### src/rtl/uart_rx_ovs.sv
// uart_rx_ovs: 8N1 UART receiver with 16x oversampling and a 3-sample majority vote
// Ports:
//   clk_i        system clock
//   rst_ni       asynchronous active-low reset
//   rx_i         serial line, idle high, asynchronous to clk_i
//   data_o       last received byte
//   valid_o      data_o holds an unconsumed byte
//   ack_i        consumer takes data_o (ignored while valid_o=0)
//   frame_err_o  one-cycle pulse: stop bit sampled 0, byte dropped
//   overrun_o    one-cycle pulse: byte completed while valid_o=1, byte dropped
//   busy_o       receiver is inside a frame
module uart_rx_ovs #(
    parameter int OVS_DIV = 22,
    parameter int DIV_W   = 8
) (
    input  logic       clk_i,
    input  logic       rst_ni,
    input  logic       rx_i,
    output logic [7:0] data_o,
    output logic       valid_o,
    input  logic       ack_i,
    output logic       frame_err_o,
    output logic       overrun_o,
    output logic       busy_o
);
    typedef enum logic [1:0] {IDLE, START, DATA, STOP} state_e;
    state_e           state_q, state_d;
    logic             sync_q, rxs_q, rxs_prev_q;
    logic [DIV_W-1:0] div_q, div_d;
    logic [3:0]       sc_q, sc_d;
    logic [2:0]       bit_q, bit_d;
    logic [1:0]       smp_q, smp_d;
    logic [7:0]       shift_q, shift_d, data_q, data_d;
    logic             valid_q, valid_d, ferr_q, ferr_d, ovr_q, ovr_d;
    logic             tick, resolve, wrap, maj;
    assign tick    = (state_q != IDLE) && (div_q == DIV_W'(OVS_DIV - 1));
    assign resolve = tick && (sc_q == 4'd9);
    assign wrap    = tick && (sc_q == 4'd15);
    // Third vote is the live sample taken on the sc=9 tick itself
    assign maj     = (smp_q[0] & smp_q[1]) | (smp_q[0] & rxs_q) | (smp_q[1] & rxs_q);
    always_ff @(posedge clk_i or negedge rst_ni) begin
        if (!rst_ni) begin
            sync_q     <= 1'b1;
            rxs_q      <= 1'b1;
            rxs_prev_q <= 1'b1;
            state_q    <= IDLE;
            div_q      <= '0;
            sc_q       <= '0;
            bit_q      <= '0;
            smp_q      <= '0;
            shift_q    <= '0;
            data_q     <= '0;
            valid_q    <= 1'b0;
            ferr_q     <= 1'b0;
            ovr_q      <= 1'b0;
        end else begin
            sync_q     <= rx_i;
            rxs_q      <= sync_q;
            rxs_prev_q <= rxs_q;
            state_q    <= state_d;
            div_q      <= div_d;
            sc_q       <= sc_d;
            bit_q      <= bit_d;
            smp_q      <= smp_d;
            shift_q    <= shift_d;
            data_q     <= data_d;
            valid_q    <= valid_d;
            ferr_q     <= ferr_d;
            ovr_q      <= ovr_d;
        end
    end
    always_comb begin
        state_d = state_q;
        div_d   = (state_q == IDLE || tick) ? '0 : div_q + DIV_W'(1);
        sc_d    = tick ? sc_q + 4'd1 : sc_q;
        bit_d   = bit_q;
        smp_d   = smp_q;
        shift_d = shift_q;
        data_d  = data_q;
        valid_d = valid_q & ~ack_i;
        ferr_d  = 1'b0;
        ovr_d   = 1'b0;
        if (tick && sc_q == 4'd7) smp_d[0] = rxs_q;
        if (tick && sc_q == 4'd8) smp_d[1] = rxs_q;
        case (state_q)
            IDLE: begin
                sc_d = '0;
                if (rxs_prev_q && !rxs_q) state_d = START;
            end
            START: begin
                if (resolve && maj) begin
                    state_d = IDLE;
                    sc_d    = '0;
                end else if (wrap) begin
                    state_d = DATA;
                    bit_d   = '0;
                end
            end
            DATA: begin
                if (resolve) shift_d = {maj, shift_q[7:1]};
                if (wrap) begin
                    bit_d = bit_q + 3'd1;
                    if (bit_q == 3'd7) state_d = STOP;
                end
            end
            STOP: begin
                // Leave on the stop-bit resolve so a following start edge is not missed
                if (resolve) begin
                    state_d = IDLE;
                    sc_d    = '0;
                    if (!maj) ferr_d = 1'b1;
                    else if (valid_q && !ack_i) ovr_d = 1'b1;
                    else begin
                        data_d  = shift_q;
                        valid_d = 1'b1;
                    end
                end
            end
            default: state_d = IDLE;
        endcase
    end
    assign data_o      = data_q;
    assign valid_o     = valid_q;
    assign frame_err_o = ferr_q;
    assign overrun_o   = ovr_q;
    assign busy_o      = (state_q != IDLE);
endmodule

### config.mk
export PLATFORM = sky130hd
export DESIGN_NAME = uart_rx_ovs
export DESIGN_NICKNAME = d
export VERILOG_FILES = /design/src/rtl/uart_rx_ovs.sv
export SDC_FILE = /design/constraint.sdc
export NUM_CORES = 1
export LEC_CHECK = 0
export ABC_AREA = 1
export CELL_PAD_IN_SITES_DETAIL_PLACEMENT = 1
export CELL_PAD_IN_SITES_GLOBAL_PLACEMENT = 2
export CORE_MARGIN = 5
export CORE_UTILIZATION = 34
export CTS_BUF_LIST = sky130_fd_sc_hd__clkbuf_4 sky130_fd_sc_hd__clkbuf_8
export CTS_CLUSTER_SIZE = 30
export DETAILED_ROUTE_END_ITERATION = 12
export PLACE_DENSITY_LB_ADDON = 0.25
export RECOVER_POWER = 25
export SLEW_MARGIN = 20
export SYNTH_ARGS = -nofsm -noshare
export SYNTH_HDL_FRONTEND = slang
export SYNTH_SLANG_ARGS = --single-unit
### constraint.sdc
create_clock -name clk_i -period 1.63 [get_ports clk_i]
set_input_delay 0.326 -clock clk_i [delete_from_list [all_inputs] [get_ports clk_i]]
set_output_delay 0.326 -clock clk_i [all_outputs]
set_load 0.01 [all_outputs]
==> impl_metrics.toml, run 1 <==
[outcome]
status = "completed"

[clock_tree]
cts_buffers = 5
insertion_delay_ns = 0.29
clk_pin_slew_worst_paths_ns = 0.08
cts_tree = "built"
root_buffer = "clkbuf_8"
htreeDepth = 2
clkSinkCount = 41
clk_path_buf_depth = 2

[hold_path]
hp-class = "reg2reg"
hold_depth = 0

[setup_path]
r2r_cells = 8
arrival_ns = 1.80
path_class = "reg2reg"
cp.required_ns = 1.81
cp-start-kind = "flip-flop"
cp_max_fo = 4
worstSetupEndpointType = "flip-flop"

[finish]
fin_nets = 272
finalNonFillerCells = 337
nFillCells = 654
layout-drive-gt1-share = 0.305
synthToLayoutAreaGrowth_pct = 34.0
antenna_cells = 0

[global_route]
grtUsageTotal = 0.130
grt_pass1_wl_um = 7640
antenna_found_initial = 0
grt_max_degree = 42
grt_pass1_vias = 1647
grt-ovfl-total = 0

[power]
p_int_mw = 1.95
ir_drop_v = 0.000446
pwr-share-comb = 0.304
clkPwrFrac = 0.299
power_density_nw_per_um2 = 1070
switching_share = 0.325
p_switching_mw = 0.940
total_power_mw = 2.90
power_leakage_nw = 1.33
p_seq_frac = 0.397

[drt]
dr.pass1.iters = 4
drt_wl_total_um = 4480
via_count = 1585
vias_per_cell = 4.70
drc = 0
ant_nets = 0
post_drt_wl_per_cell_um = 13.3
drtIter0Drc = 34

[synth]
synth_edf_count = 0
syn_inst = 212
synth_nets = 223
synthFlopType = "dfrtp_1"
ys_warn_count = 0
ys_types = 29
netlist_area_um2 = 2010
ys_ff_latch = 41
ys_seq_area_frac = 0.512
synthArstFlopShare = 1.00
syn_area_per_cell_um2 = 9.48

[timing]
slew_headroom = 0.379
grt_setup_unrepaired = "yes"
finalSetupTns_ns = 0
fin_crit_ns = 1.62
period_share = 0.994
hold_violations = 0
fmax_mhz = 617
max_slew.worst_pin.slew_ns = 0.931
skew_ns = 0.0103
maxSlewViolCount = 0
setup_violations = 0
setup_ws_ns = 0.00936

[placed_design]
placedCellCount = 324
dpl_worst_slack_ns = -0.00527
port_buffers = 15
globalplace.congestion = 0.778
place_hpwl_um = 3210

[floorplan]
io_pins = 16
dieWidth_um = 86.9
die_y_um = 86.9
row_count = 28
core_region_area_um2 = 5850
initial_core_util = 0.344
die-area_um2 = 7550

[flow_run]
drv_cap = 0
[cells in the mapped netlist, types with 3 or more instances]
library cell / n / share of area
nand2_1: 50 / 0.093
dfrtp_1: 38 / 0.47
inv_1: 24 / 0.045
nor2_1: 14 / 0.026
a21oi_1: 11 / 0.027
o21ai_1: 10 / 0.025
nand3_1: 9 / 0.022
ha_1: 7 / 0.044
nor3b_1: 5 / 0.019
nand4_1: 4 / 0.012
nor3_1: 4 / 0.010
a21oi_2: 3 / 0.013
dfstp_2: 3 / 0.039
inv_2: 3 / 0.0056
nand2_4: 3 / 0.017
nand3_4: 3 / 0.026
o21ai_0: 3 / 0.0075
o21ai_2: 3 / 0.013
[registers in the layout, summed over array words and instances, names as in the netlist, 2 cells and up, named ones only]
register	count
data_o	8
div_q	8
shift_q	8
sc_q	4
bit_q	3
smp_q	2
[per-stage QoR]
stage | hold WS (ns) | utilization | area [um^2]
2_1_floorplan | 0.0304 | - | 2010
3_3_place_gp | 0.320 | 0.416 | 2440
3_5_place_dp | 0.323 | 0.416 | 2440
4_1_cts | 0.363 | 0.439 | 2570
5_1_grt | 0.373 | 0.461 | 2700
6_report | 0.365 | 0.461 | 2700
[layout by cell type (no fill, tap or decap), drive strengths merged]
cell type	count
bufinv	1
clkbuf	8
mux2	1
nand3	13
o21ai	16
a21oi	14
dfstp	3
o31ai	1
inv	28
nor2	18
buf	26
xor2	2
nor4	1
nand2	54
nor3	4
dfrtp	38
nand4	5
dlygate4sd2	1
dlygate4sd3	2
o21bai	2
ha	7
nor3b	5
clkdlybuf4s50	12
[power by group through the flow]
stage,Sequential [mW],Clock [mW],Combinational [mW]
after detailed placement,1.17,0,0.839
final,1.15,0.866,0.881
after CTS,1.15,0.905,0.837
after global placement,1.17,0,0.829
after floorplan,1.19,0,0.483
after global routing,1.16,0.953,0.992
[layout make-up]
cell class | instances | area (um^2) | area share
Sequential cell | 41 | 1030 | 0.382
Clock inverter | 1 | 30.0 | 0.0111
Multi-Input combinational cell | 143 | 962 | 0.357
Timing Repair Buffer | 42 | 377 | 0.140
Inverter | 28 | 113 | 0.0418
Tap cell | 75 | 93.8 | 0.0348
Clock buffer | 7 | 90.1 | 0.0334
[critical path, stage by stage (launching register included)]
cell and delay (ns):
dfrtp_1 0.38, inv_1 0.06, ha_2 0.18, nand3_4 0.11
nor2_8 0.17, nand3_4 0.13, inv_6 0.12, nand2_8 0.07
mux2_4 0.29
[kinds of logic (layout without fill, tap and decap cells)]
family / Yosys count / after routing / share of synthesized area
AND/OR/NAND/NOR: 99 / 100 / 0.272
flip-flops: 41 / 41 / 0.512
AO/OA/AOI/OAI: 33 / 33 / 0.0971
buffers and inverters: 29 / 78 / 0.0591
adder cells (fa/ha/maj): 7 / 7 / 0.0436
XOR/XNOR: 2 / 2 / 0.00871
multiplexers: 1 / 1 / 0.00747
[worst paths after layout]
kind	startpoint	to	slack, ns
setup / recovery	div_q[1]	shift_q[0]	0.009
hold / removal	sync_q	rxs_q	0.36
setup reg to reg	div_q[1]	shift_q[0]	0.009
hold reg to reg	sync_q	rxs_q	0.36
max in group asynchronous	rst_ni	asynchronous set/reset pin	0.25
min in group asynchronous	rst_ni	bit_q[0]	0.79
[timing repair]
| item | in CTS | in global routing |
|---|---|---|
| cloned | 0 | 2 |
| pin swaps | 1 | 3 |
| endpoints found under the setup margin | 4 | 23 |
| hold buffers | 1 | 0 |
| buffers inserted | 0 | 2 |
| resized for setup | 2 | 26 |
| endpoints found under the hold margin | 8 | 0 |
[routing by layer]
layer,track usage,up-vias,wire (um),share of wire
met4,0.0425,0,56,0.013
li1,-,791,-,-
met3,0.0284,6,96,0.021
met1,0.172,779,2090,0.47
met2,0.211,9,2230,0.50
met5,0,-,0,0
Note: power is estimated with default switching activity, not from simulation.
==> inputs of run 2 (changes only) <==
Settings changed: CORE_ASPECT_RATIO from default to 0.6, HOLD_SLACK_MARGIN from default to 0.15.
==> impl_metrics.toml, run 2 (same netlist as run 1, synthesis figures left out) <==
[placed_design]
place_hpwl_um = 3830
placedCellCount = 327
port_buffers = 15
place_area_um2 = 2410
globalplace.congestion = 0.785

[power]
power_leakage_nw = 1.33
power_density_nw_per_um2 = 1030
pwr-share-comb = 0.339
clkPwrFrac = 0.242
p_int_mw = 1.76
p_seq_frac = 0.419
total_power_mw = 2.75
switching_share = 0.359
p_switching_mw = 0.986
ir_drop_v = 0.000354

[floorplan]
dieWidth_um = 109
row_count = 21
initial_core_util = 0.356
die_y_um = 69.6
core_region_area_um2 = 5650
io_pins = 16
die-area_um2 = 7600

[timing]
whs_ns = 0.370
fmax_mhz = 613
slew_headroom = 0.627
maxSlewViolCount = 0
grt_setup_unrepaired = "yes"
setup_ws_ns = -0.00257
period_share = 1.00
max_slew.worst_pin.slew_ns = 0.560
setup_violations = 1
skew_ns = 0.00370
fin_crit_ns = 1.63
hold_violations = 0

[setup_path]
r2r_cells = 8
arrival_ns = 1.81
reg2reg_to = "shift_q[0]"
cp.required_ns = 1.81
r2r_start = "div_q[1]"
cp_max_fo = 5
cp-start-kind = "flip-flop"
ff2ff_setup_slack_ns = -0.003
worstSetupEndpointType = "flip-flop"
path_class = "reg2reg"

[global_route]
grt-ovfl-total = 0
grt_pass1_vias = 1589
grt_max_degree = 22
grt_pass1_wl_um = 8280
grtUsageTotal = 0.143
antenna_found_initial = 0

[clock_tree]
clk_pin_slew_worst_paths_ns = 0.08
cts_tree = "built"
cts_buffers = 5
root_buffer = "clkbuf_8"
insertion_delay_ns = 0.29
clkSinkCount = 41
clk_path_buf_depth = 2
htreeDepth = 2

[drt]
via_count = 1594
drtIter0Drc = 57
drt_wl_total_um = 5220
drc = 0
dr.pass1.iters = 4
vias_per_cell = 4.65
post_drt_wl_per_cell_um = 15.2
ant_nets = 0

[finish]
fin_nets = 273
layout_commonest_cell = "nand2_1"
layout-drive-gt1-share = 0.308
most-common-layout-cells = "nand2_1 (44), dfrtp_1 (38), buf_4 (23), inv_1 (22)"
finalNonFillerCells = 343
nFillCells = 663
antenna_cells = 0
final_area_um2 = 2660
synthToLayoutAreaGrowth_pct = 32.2

[hold_path]
hold_depth = 0
hold_end = "rxs_q"
hp-start = "sync_q"
hp-class = "reg2reg"

[outcome]
status = "complete, but fails checks"
violations = "setup timing"

[flow_run]
drv_cap = 0
[run 2: area by class of cell]
type / count / area (um^2) / share of cell area
clock buffers: 6 / 76.3 / 0.0287
multi-input cells: 143 / 960 / 0.361
flip-flops and latches: 41 / 1030 / 0.387
inverters: 28 / 113 / 0.0424
repair buffers: 43 / 369 / 0.139
clock inverters: 2 / 10.0 / 0.00377
well taps: 80 / 100 / 0.0377
[run 2: how the worst max path moves through the flow]
stage | slack, ns | cells past startpoint | end | startpoint
after detailed placement | 0.002 | 10 | shift_q[4] | div_q[1]
after CTS | 0.02 | 11 | bit_q[0] | div_q[1]
after floorplan | 0.09 | 8 | shift_q[0] | div_q[1]
after global placement | 0.03 | 9 | state_q[0] | div_q[1]
after global routing | -0.08 | 9 | data_o[7] | div_q[1]
final | -0.003 | 8 | shift_q[0] | div_q[1]
[run 2: critical path: stages, from the launching register on]
cell and delay, ns:
dfrtp_1 0.40, inv_1 0.06, ha_2 0.18, nand3_4 0.10, nor2_8 0.16, nand3_4 0.14
inv_6 0.12, nand2_8 0.07, mux2_4 0.29
[run 2: per-stage QoR]
stage,setup slack [ns],utilization,TNS (ns)
CTS,0.0168,0.445,0
floorplan,0.0944,-,0
finish,-0.00257,0.470,-0.00257
global placement,0.0346,0.427,0
detailed placement,0.00201,0.427,0
global route,-0.0810,0.470,-1.16
[run 2: power groups by stage]
stage / logic [mW] / registers, mW / clock network (mW)
2_1_floorplan: 0.483 / 1.19 / 0
3_3_place_gp: 0.850 / 1.17 / 0
3_5_place_dp: 0.856 / 1.17 / 0
4_1_cts: 0.860 / 1.15 / 0.698
5_1_grt: 1.03 / 1.16 / 0.735
6_report: 0.930 / 1.15 / 0.666
[run 2: layer usage]
metal / GRT usage / vias to the layer above / routed length, um
met1: 0.228 / 771 / 2880
met4: 0.0373 / 0 / 40
met5: 0 / - / 0
li1: - / 794 / -
met3: 0.0391 / 5 / 223
met2: 0.185 / 24 / 2070
[run 2: timing repair]
action	4_1_cts	5_1_grt
gates resized for setup	3	28
hold endpoints to repair	38	0
buffers inserted	0	6
hold buffers	1	0
endpoints found under the setup margin	5	26
pin swaps	1	4
cloned	0	1
